File: src/rtl/rr_dec_arbiter_pkg.sv
// Shared types and constants for the four-way round-robin arbiter.
// No logic beyond the winner-search helper; no latency, no flow control.
// Not applicable: pure definitions.
package rr_dec_arbiter_pkg;

    localparam int NUM_REQ = 4;
    localparam int ID_W    = 2;

    typedef enum logic {
        IDLE  = 1'b0,
        GRANT = 1'b1
    } state_t;

    // Lowest offset from ptr wins, so scan offsets high-to-low and let later hits overwrite.
    function automatic logic [ID_W-1:0] rr_pick(input logic [NUM_REQ-1:0] req,
                                                input logic [ID_W-1:0]    ptr);
        logic [ID_W-1:0] idx;
        rr_pick = ptr;
        for (int i = NUM_REQ - 1; i >= 0; i--) begin
            idx = ptr + ID_W'(i);
            if (req[idx]) rr_pick = idx;
        end
    endfunction

endpackage

File: src/rtl/rr_dec_arbiter_if.sv
// Request/grant bundle between four requesters and the arbiter.
// Carries no state; timing is set by the arbiter (grant 1 cycle after request).
// Requesters hold req until granted; grants are never queued.
interface rr_dec_arbiter_if;
    import rr_dec_arbiter_pkg::*;

    logic [NUM_REQ-1:0] req;
    logic [NUM_REQ-1:0] gnt;
    logic [ID_W-1:0]    gnt_id;
    logic               gnt_valid;
    logic               timeout;
`ifdef RR_DEC_ARBITER_LOCK_EN
    logic               lock;
`endif

    modport master (
        output req,
`ifdef RR_DEC_ARBITER_LOCK_EN
        output lock,
`endif
        input  gnt, gnt_id, gnt_valid, timeout
    );

    modport slave (
        input  req,
`ifdef RR_DEC_ARBITER_LOCK_EN
        input  lock,
`endif
        output gnt, gnt_id, gnt_valid, timeout
    );

endinterface

File: src/rtl/rr_dec_arbiter_onehot_dec2to4.sv
// 2:4 index to one-hot decoder.
// Combinational, zero latency.
// No flow control; an unknown or out-of-range index yields all zeros.
module onehot_dec2to4
    import rr_dec_arbiter_pkg::*;
(
    input  logic [ID_W-1:0]    idx,
    output logic [NUM_REQ-1:0] onehot
);

    always_comb begin
        onehot = '0;
        case (idx)
            2'd0:    onehot = 4'b0001;
            2'd1:    onehot = 4'b0010;
            2'd2:    onehot = 4'b0100;
            2'd3:    onehot = 4'b1000;
            default: onehot = '0;
        endcase
    end

endmodule

File: src/rtl/rr_dec_arbiter.sv
// Four-requester round-robin arbiter with hold timeout; lock option via RR_DEC_ARBITER_LOCK_EN.
// Latency: registered grant one cycle after request; one forced idle cycle after every release.
// Backpressure: non-owner requests are ignored (not latched) and must be held until granted.
module rr_dec_arbiter
    import rr_dec_arbiter_pkg::*;
#(
    parameter int MAX_HOLD = 8,
    parameter int CNT_W    = 8
)(
    input  logic          clk,
    input  logic          rst_n,
    rr_dec_arbiter_if.slave arb
);

    state_t             state;
    logic [NUM_REQ-1:0] gnt_r;
    logic [ID_W-1:0]    gnt_id_r;
    logic               gnt_valid_r;
    logic               timeout_r;
    logic [ID_W-1:0]    ptr;
    logic [CNT_W-1:0]   cnt;

    logic [ID_W-1:0]    win_id;
    logic [NUM_REQ-1:0] win_onehot;
    logic               lock_hold;
    logic               at_limit;

`ifdef RR_DEC_ARBITER_LOCK_EN
    assign lock_hold = arb.lock;
`else
    assign lock_hold = 1'b0;
`endif

    assign win_id   = rr_pick(arb.req, ptr);
    assign at_limit = (cnt == CNT_W'(MAX_HOLD - 1));

    onehot_dec2to4 u_dec (
        .idx    (win_id),
        .onehot (win_onehot)
    );

    always_ff @(posedge clk or negedge rst_n) begin
        if (!rst_n) begin
            state       <= IDLE;
            gnt_r       <= '0;
            gnt_id_r    <= '0;
            gnt_valid_r <= 1'b0;
            timeout_r   <= 1'b0;
            ptr         <= '0;
            cnt         <= '0;
        end else begin
            timeout_r <= 1'b0;
            case (state)
                IDLE: begin
                    if (|arb.req) begin
                        gnt_id_r    <= win_id;
                        gnt_r       <= win_onehot;
                        gnt_valid_r <= 1'b1;
                        cnt         <= '0;
                        state       <= GRANT;
                    end
                end
                GRANT: begin
                    // Voluntary release takes priority over the timeout on the same cycle.
                    if (!arb.req[gnt_id_r] || (at_limit && !lock_hold)) begin
                        gnt_r       <= '0;
                        gnt_valid_r <= 1'b0;
                        timeout_r   <= arb.req[gnt_id_r];
                        ptr         <= gnt_id_r + 2'd1;
                        state       <= IDLE;
                    end else if (!at_limit) begin
                        cnt <= cnt + 1'b1;
                    end
                end
                default: state <= IDLE;
            endcase
        end
    end

    assign arb.gnt       = gnt_r;
    assign arb.gnt_id    = gnt_id_r;
    assign arb.gnt_valid = gnt_valid_r;
    assign arb.timeout   = timeout_r;

endmodule

File: src/flat_wrapper.sv
// flat-port wrapper written by rule: the top's interface ports become plain ports
module rr_dec_arbiter_flat import rr_dec_arbiter_pkg::*;
#(
    parameter int MAX_HOLD = 8,
    parameter int CNT_W    = 8
)
  (clk, rst_n, arb_req, arb_gnt, arb_gnt_id, arb_gnt_valid, arb_timeout);
  rr_dec_arbiter_if arb_i ();
  input  logic clk;
  input  logic rst_n;
  input wire logic [$bits(arb_i.req)-1:0] arb_req;
  output wire logic [$bits(arb_i.gnt)-1:0] arb_gnt;
  output wire logic [$bits(arb_i.gnt_id)-1:0] arb_gnt_id;
  output wire logic [$bits(arb_i.gnt_valid)-1:0] arb_gnt_valid;
  output wire logic [$bits(arb_i.timeout)-1:0] arb_timeout;
  assign arb_i.req = arb_req;
  assign arb_gnt = arb_i.gnt;
  assign arb_gnt_id = arb_i.gnt_id;
  assign arb_gnt_valid = arb_i.gnt_valid;
  assign arb_timeout = arb_i.timeout;
  rr_dec_arbiter #(.MAX_HOLD(MAX_HOLD), .CNT_W(CNT_W)) u_core (.clk(clk), .rst_n(rst_n), .arb(arb_i));
endmodule
File: config.mk
export PLATFORM = sky130hd
export DESIGN_NAME = rr_dec_arbiter_flat
export DESIGN_NICKNAME = d
export VERILOG_FILES = /design/src/rtl/rr_dec_arbiter_pkg.sv /design/src/rtl/rr_dec_arbiter_if.sv /design/src/rtl/rr_dec_arbiter_onehot_dec2to4.sv /design/src/rtl/rr_dec_arbiter.sv /design/src/flat_wrapper.sv
export SDC_FILE = /design/constraint.sdc
export NUM_CORES = 1
export LEC_CHECK = 0
export BUFFER_PORTS_ARGS = -buffer_cell sky130_fd_sc_hd__buf_4
export CORE_MARGIN = 8
export CORE_UTILIZATION = 59
export DETAILED_ROUTE_END_ITERATION = 7
export GPL_TIMING_DRIVEN = 0
export PLACE_DENSITY = 0.82
export SLEW_MARGIN = 25
export SYNTH_ARGS = -nofsm -noshare
export SYNTH_HDL_FRONTEND = slang
export SYNTH_SLANG_ARGS = --single-unit
File: constraint.sdc
create_clock -name clk -period 4.6 [get_ports clk]
set_clock_uncertainty 0.1 [all_clocks]
set_input_delay 0.23 -clock clk [delete_from_list [all_inputs] [get_ports clk]]
set_output_delay 0.23 -clock clk [all_outputs]
set_load 0.01 [all_outputs]
==> Yosys cells after proc, flatten, opt, wreduce, memory -nomap -nowiden <==
Cells that the tools add are included.
{ "classes": {"add_sub_neg": 5, "magnitude_cmp": 5, "n_eq_ne": 8, "mux": 30, "n_bitwise": 1, "reduce_logical": 8} }
{ "op_table": {"columns": ["cell", "n"], "rows": [
  ["$mux 8", 3],
  ["$pmux 4 s4", 1],
  ["$pmux 8 s2", 1],
  ["$lt 2x3->1 const B", 5],
  ["$mux 1", 11],
  ["$bmux 1 s2", 5],
  ["$add 8x1->8 const B", 1],
  ["$eq 8x3->1 const B", 1],
  ["$mux 2", 4],
  ["$mux 4", 2],
  ["$pmux 4 s2", 1],
  ["$ne 2x2->1 const B", 3],
  ["$reduce_and 2->1", 3],
  ["$add 2x1->2 const B", 2],
  ["$add 2x2->2 const B", 2],
  ["$eq 2x2->1 const B", 2],
  ["$pmux 1 s2", 2],
  ["$reduce_or 4->1", 1],
  ["$reduce_and 3->1", 1],
  ["$eq 2x1->1 const B", 1],
  ["$logic_not 2->1", 1],
  ["$ne 2x1->1 const B", 1],
  ["$logic_not 1->1", 1],
  ["$logic_or 1x1->1", 1],
  ["$not 1->1", 1]
]} }
{ "word_totals": {"ff_bits": 19, "wordCells": 64} }

==> Logic depth before layout (Yosys ltp) <==
{ "depth": {"ltp_word": 11, "mapped_depth": 5, "mapped_depth_nobuf": 5} }

==> Hierarchy <==
Synthesis repeated with hierarchy kept, for this count alone.
{ "unflattened": {"hier_cells": 117, "area_unflattened_um2": 1094.8} }
{ "by_module_without_submodules": {"columns": ["module", "instances", "cells_each", "area_per_inst_um2"], "rows": [
  ["rr_dec_arbiter", 1, 113, 1068.5],
  ["onehot_dec2to4", 1, 4, 26.3]
]} }

==> Worst setup path before layout <==
OpenSTA, ideal clock, no wires.
{ "synth_timing": {"kind": "register to register", "startpoint": "register u_core.gnt_id_r[1] (netlist: u_core.arb.gnt_id[1])", "endpoint": "register u_core.gnt_r[0] (netlist: u_core.arb.gnt[0])", "setup_time_ps": 122, "t_arrival_ps": 1476, "t_required_ps": 4378, "setup_slack_ps": 2903, "path_stages_with_launch": 5, "n_path_buf": 0, "path_cell_list": "dfrtp_1 > mux4_2 > o21ai_4 > a21oi_2 > a32o_1"} }
{ "synth_between": {"elab_chain_len": 6} }
{ "synth_lines": {"columns": ["item", "line", "rtl"], "rows": [
  ["start: declaration", "rr_dec_arbiter.sv:17", "logic [ID_W-1:0] gnt_id_r;"],
  ["start signal: assignment", "rr_dec_arbiter.sv:56", "gnt_id_r <= win_id;"],
  ["$bmux 1 s2", "rr_dec_arbiter.sv:65", "if (!arb.req[gnt_id_r] || (at_limit && !lock_hold)) begin"],
  ["$mux 1 (implied by the code)", "rr_dec_arbiter.sv:65", null],
  ["$logic_not 1->1", "rr_dec_arbiter.sv:65", null],
  ["$logic_or 1x1->1", "rr_dec_arbiter.sv:65", null],
  ["$ne 2x2->1 (no line)", null, null],
  ["$reduce_and 2->1 (no line)", null, null],
  ["end signal: assignment", "rr_dec_arbiter.sv:57", "gnt_r <= win_onehot;"],
  ["end: declaration", "rr_dec_arbiter.sv:16", "logic [NUM_REQ-1:0] gnt_r;"]
]} }
Every way passes these cells. The select of a mux whose other input is x is not followed.
A chain may end at the register's enable or synchronous reset.

==> Final worst setup path <==
{ "layout_timing": {"startpoint": "register u_core.cnt[0]", "endpoint": "register u_core.gnt_r[1] (netlist: u_core.arb.gnt[1])"} }
{ "layout_between": {"elab_chain_len": 4} }
{ "layout_lines": {"columns": ["item", "line", "rtl"], "rows": [
  ["start: declaration", "rr_dec_arbiter.sv:21", "logic [CNT_W-1:0] cnt;"],
  ["start signal: assignment", "rr_dec_arbiter.sv:72", "cnt <= cnt + 1'b1;"],
  ["$eq 8x3->1", "rr_dec_arbiter.sv:35", "assign at_limit = (cnt == CNT_W'(MAX_HOLD - 1));"],
  ["$logic_or 1x1->1", "rr_dec_arbiter.sv:65", null],
  ["$ne 2x2->1 (no line)", null, null],
  ["$reduce_and 2->1 (no line)", null, null]
]} }
Every way passes these cells.

==> run_results.csv <==
group,metric,value,unit
clock_tree,cts_resized,0,
sta,fin_crit,1.814,ns
place,place_area,1114,um2
logic_synthesis,synth_area,994.7,um2
logic_synthesis,netlist.area_leader.share,47.80,%
pwr,swShare,39.86,%
logic_synthesis,yosysWarnings,0,
sta,rsz0062_at_grt,"no",
pwr,vdd.ir_drop.worst,0.3628,mV
sta,maxSlewHeadroom,69.47,%
floorplanning,io_pins,14,
grt,grt_pass1_vias,809,
floorplanning,core_region_area,1652,um2
drt,wl_per_cell,16.20,um
clock_tree,clk_pin_slew,0.11,ns
logic_synthesis,synthMostInstantiatedCell,"dfrtp_1",
worst_setup_path,slowest_stage,"dfrtp_1",
drt,wl,2058,um
worst_setup_path,endpoint,"u_core.arb.gnt[1]$_DFFE_PN0P_",
sta,setup-violations-final,0,
finish,area_growth,15.60,%
worst_setup_path,cp_cell_sequence,"ha_1 > nand4bb_1 > o21ai_4 > a21oi_2 > a32o_1",
finish,nets,118,
clock_tree,cts.sinks,19,
worst_setup_path,reg2reg_depth,5,
drt,drt-initial-drc-count,22,
logic_synthesis,synth_edf_count,0,
finish,nFillCells,126,
drt,ant_nets,0,
worst_setup_path,reg2reg_from,"u_core.cnt[0]$_DFFE_PN0P_",
sta,timing.final.max_slew_violations,0,
place,dp_hpwl,1530,um
drt,viasPerCell,6.150,
clock_tree,cts_setup_buffers,0,
logic_synthesis,synthTopCellsByCount,"dfrtp_1 (19), nand2_1 (9), nor2_1 (6)",
clock_tree,cts.path.max_buffers,2,
logic_synthesis,synthFlopType,"dfrtp_1",
pwr,power_frac_seq,41.7,%
drt,drc_errors,0,
logic_synthesis,synthTopCellsByArea,"dfrtp_1 (48%), mux2i_1 (5.0%), xor2_1 (4.4%)",
sta,timing.final.crit_share,39.43,%
finish,instances_no_fill,127,
worst_setup_path,rrSetupSlack,2.79,ns
pwr,p_leak,0.5305,nW
job,maxCapViolCount,0,
place,gp_congestion,0.8216,
status,outcome,"finished clean",
drt,vias,781,
logic_synthesis,synth.distinct_cells,35,
clock_tree,htree_levels,1,
pwr,p_sw,0.2596,mW
place,port_buffers,13,
clock_tree,cts_tree,"done",
worst_setup_path,critPathMaxStageDelay,0.42,ns
place,place_inst,122,
grt,antenna_found_initial,0,
worst_setup_path,cp-end-kind,"flip-flop",
finish,drive_above_1_share,20.91,%
logic_synthesis,synth_fp_nets,99,
logic_synthesis,synth_top_area_cell,"dfrtp_1",
sta,finalHoldViolations,0,
worst_setup_path,required,4.68,ns
clock_tree,cts_root_buffer,"clkbuf_4",
finish,design_area,1150,um2
worst_setup_path,crit_start,"u_core.cnt[0]$_DFFE_PN0P_",
clock_tree,cts_buffers,3,
sta,tns,0,ns
logic_synthesis,syn_avg_cell_area,10.81,um2
grt,grt_remaining_overflow,0,
worst_setup_path,crit_path_start_kind,"flip-flop",
min_path,hp-class,"input port to asynchronous set/reset pin",
floorplanning,core.rowCount,15,
floorplanning,die_h,57.06,um
grt,grt_usage,12.99,%
pwr,p_int,0.3918,mW
drt,drt_first_pass_iters,4,
sta,clock.fmax,551.4,MHz
pwr,power.share.clock,12.5,%
grt,grt_max_degree,20,
logic_synthesis,synth_seq_cells,19,
logic_synthesis,synth-seq-area-share,47.80,%
logic_synthesis,syn_inst,92,
finish,antenna_cells,0,
pwr,power.density,566.5,nW/um2
worst_setup_path,path_class,"flip-flop to flip-flop",
floorplanning,dieArea,3256,um2
worst_setup_path,crit_fanout,6,
grt,grt_first_pass_wirelength,3532,um
pwr,combinationalPowerShare,45.8,%
floorplanning,initial_core_util,60.23,%
worst_setup_path,r2r-end,"u_core.arb.gnt[1]$_DFFE_PN0P_",
logic_synthesis,async_reset_ff_share,100.0,%
finish,seqCellArea,475.5,um2
clock_tree,clock_latency,0.29,ns
worst_setup_path,cp.arrival,1.89,ns
floorplanning,die_x,57.06,um
sta,worst_slew_pin_slew,0.4579,ns
finish,multiInputGateArea,504.2,um2
## cell usage in the layout (no fill, tap or decap), types with 3 or more instances in the layout
master and n:
nor2_1 6, nand2_1 9, nand4_1 3, a32o_1 4, mux2i_1 5, clkbuf_4 3, xor2_1 5, dfrtp_1 19
buf_4 13, o21ai_0 5, a21oi_1 4, inv_1 3
## flip-flops by register name (all words and copies together), names as in the netlist
| name | cells |
|---|---|
| u_core.ptr | 2 |
| u_core.arb.timeout | 1 |
| u_core.arb.gnt_id | 2 |
| u_core.arb.gnt_valid | 1 |
| u_core.cnt | 8 |
| u_core.arb.gnt | 4 |
| u_core.state | 1 |
## per-layer routing
layer	GRT usage [%]	share of wire, %	vias up	routed length (um)
li1	-	-	379	-
met1	15.85	47	378	974
met2	21.09	48	22	990
met3	3.104	3.7	2	77
met4	5.705	0.78	0	16
met5	0	0	-	0
## worst max-delay path: cells and delay by family, from the launching register on
family          cells  cell delay [ns]
fa+ha+maj           1             0.25
simple gates        1             0.25
compound gates      3             0.68
flops               1             0.42
## final cells by class
class | instances | area share (%)
plain buffers | 1 | 0.3264
clock buffers | 4 | 2.285
inverters | 3 | 0.9793
multi-input cells | 69 | 43.85
flip-flops and latches | 19 | 41.35
well taps | 17 | 1.850
repair buffers | 14 | 9.358
## logic make-up (layout without fill, tap and decap cells)
group,count (synthesis),in the layout,synth area share [%]
adders and majority gates,1,1,1.258
DFF,19,19,47.80
and+or+nand+nor,31,31,17.11
AOI/OAI and AO/OA,25,25,19.75
muxes,6,6,7.296
buffers and inverters,4,22,1.509
xor gates and xnor gates,6,6,5.283
## power groups by stage
stage,clock (mW),combinational [mW],sequential (mW)
floorplan,0,0.190,0.277
global placement,0,0.291,0.270
detailed placement,0,0.298,0.275
CTS,0.0836,0.301,0.271
global route,0.0909,0.327,0.277
finish,0.0814,0.299,0.271
## through the flow
step	hold WS (ns)	util (%)	total power [mW]	worst slack [ns]
final	0.2372	69.62	0.6514	2.786
after global routing	0.2660	69.62	0.6948	2.726
after CTS	0.2399	69.62	0.6556	2.800
after detailed placement	0.01557	67.42	0.5730	2.832
after global placement	0.01275	67.42	0.5614	2.852
after floorplan	-0.1656	-	0.4670	2.903
## worst min-delay path by stage
| stage | from | cells after the start | endpoint | slack (ns) |
|---|---|---|---|---|
| 2_1_floorplan | rst_n | 0 | u_core.arb.gnt[0]$_DFFE_PN0P_ | -0.17 |
| 3_3_place_gp | rst_n | 1 | u_core.cnt[0]$_DFFE_PN0P_ | 0.01 |
| 3_5_place_dp | rst_n | 1 | u_core.state$_DFF_PN0_ | 0.02 |
| 4_1_cts | rst_n | 2 | u_core.state$_DFF_PN0_ | 0.24 |
| 5_1_grt | rst_n | 2 | u_core.arb.gnt_valid$_DFFE_PN0P_ | 0.27 |
| 6_report | rst_n | 2 | u_core.state$_DFF_PN0_ | 0.24 |
## timing repair
item / 4_1_cts / 5_1_grt
endpoints found under the setup margin: 0 / 0
hold endpoints to repair: 19 / 0
hold buffers: 1 / 0
(Power assumes the default switching activity.)
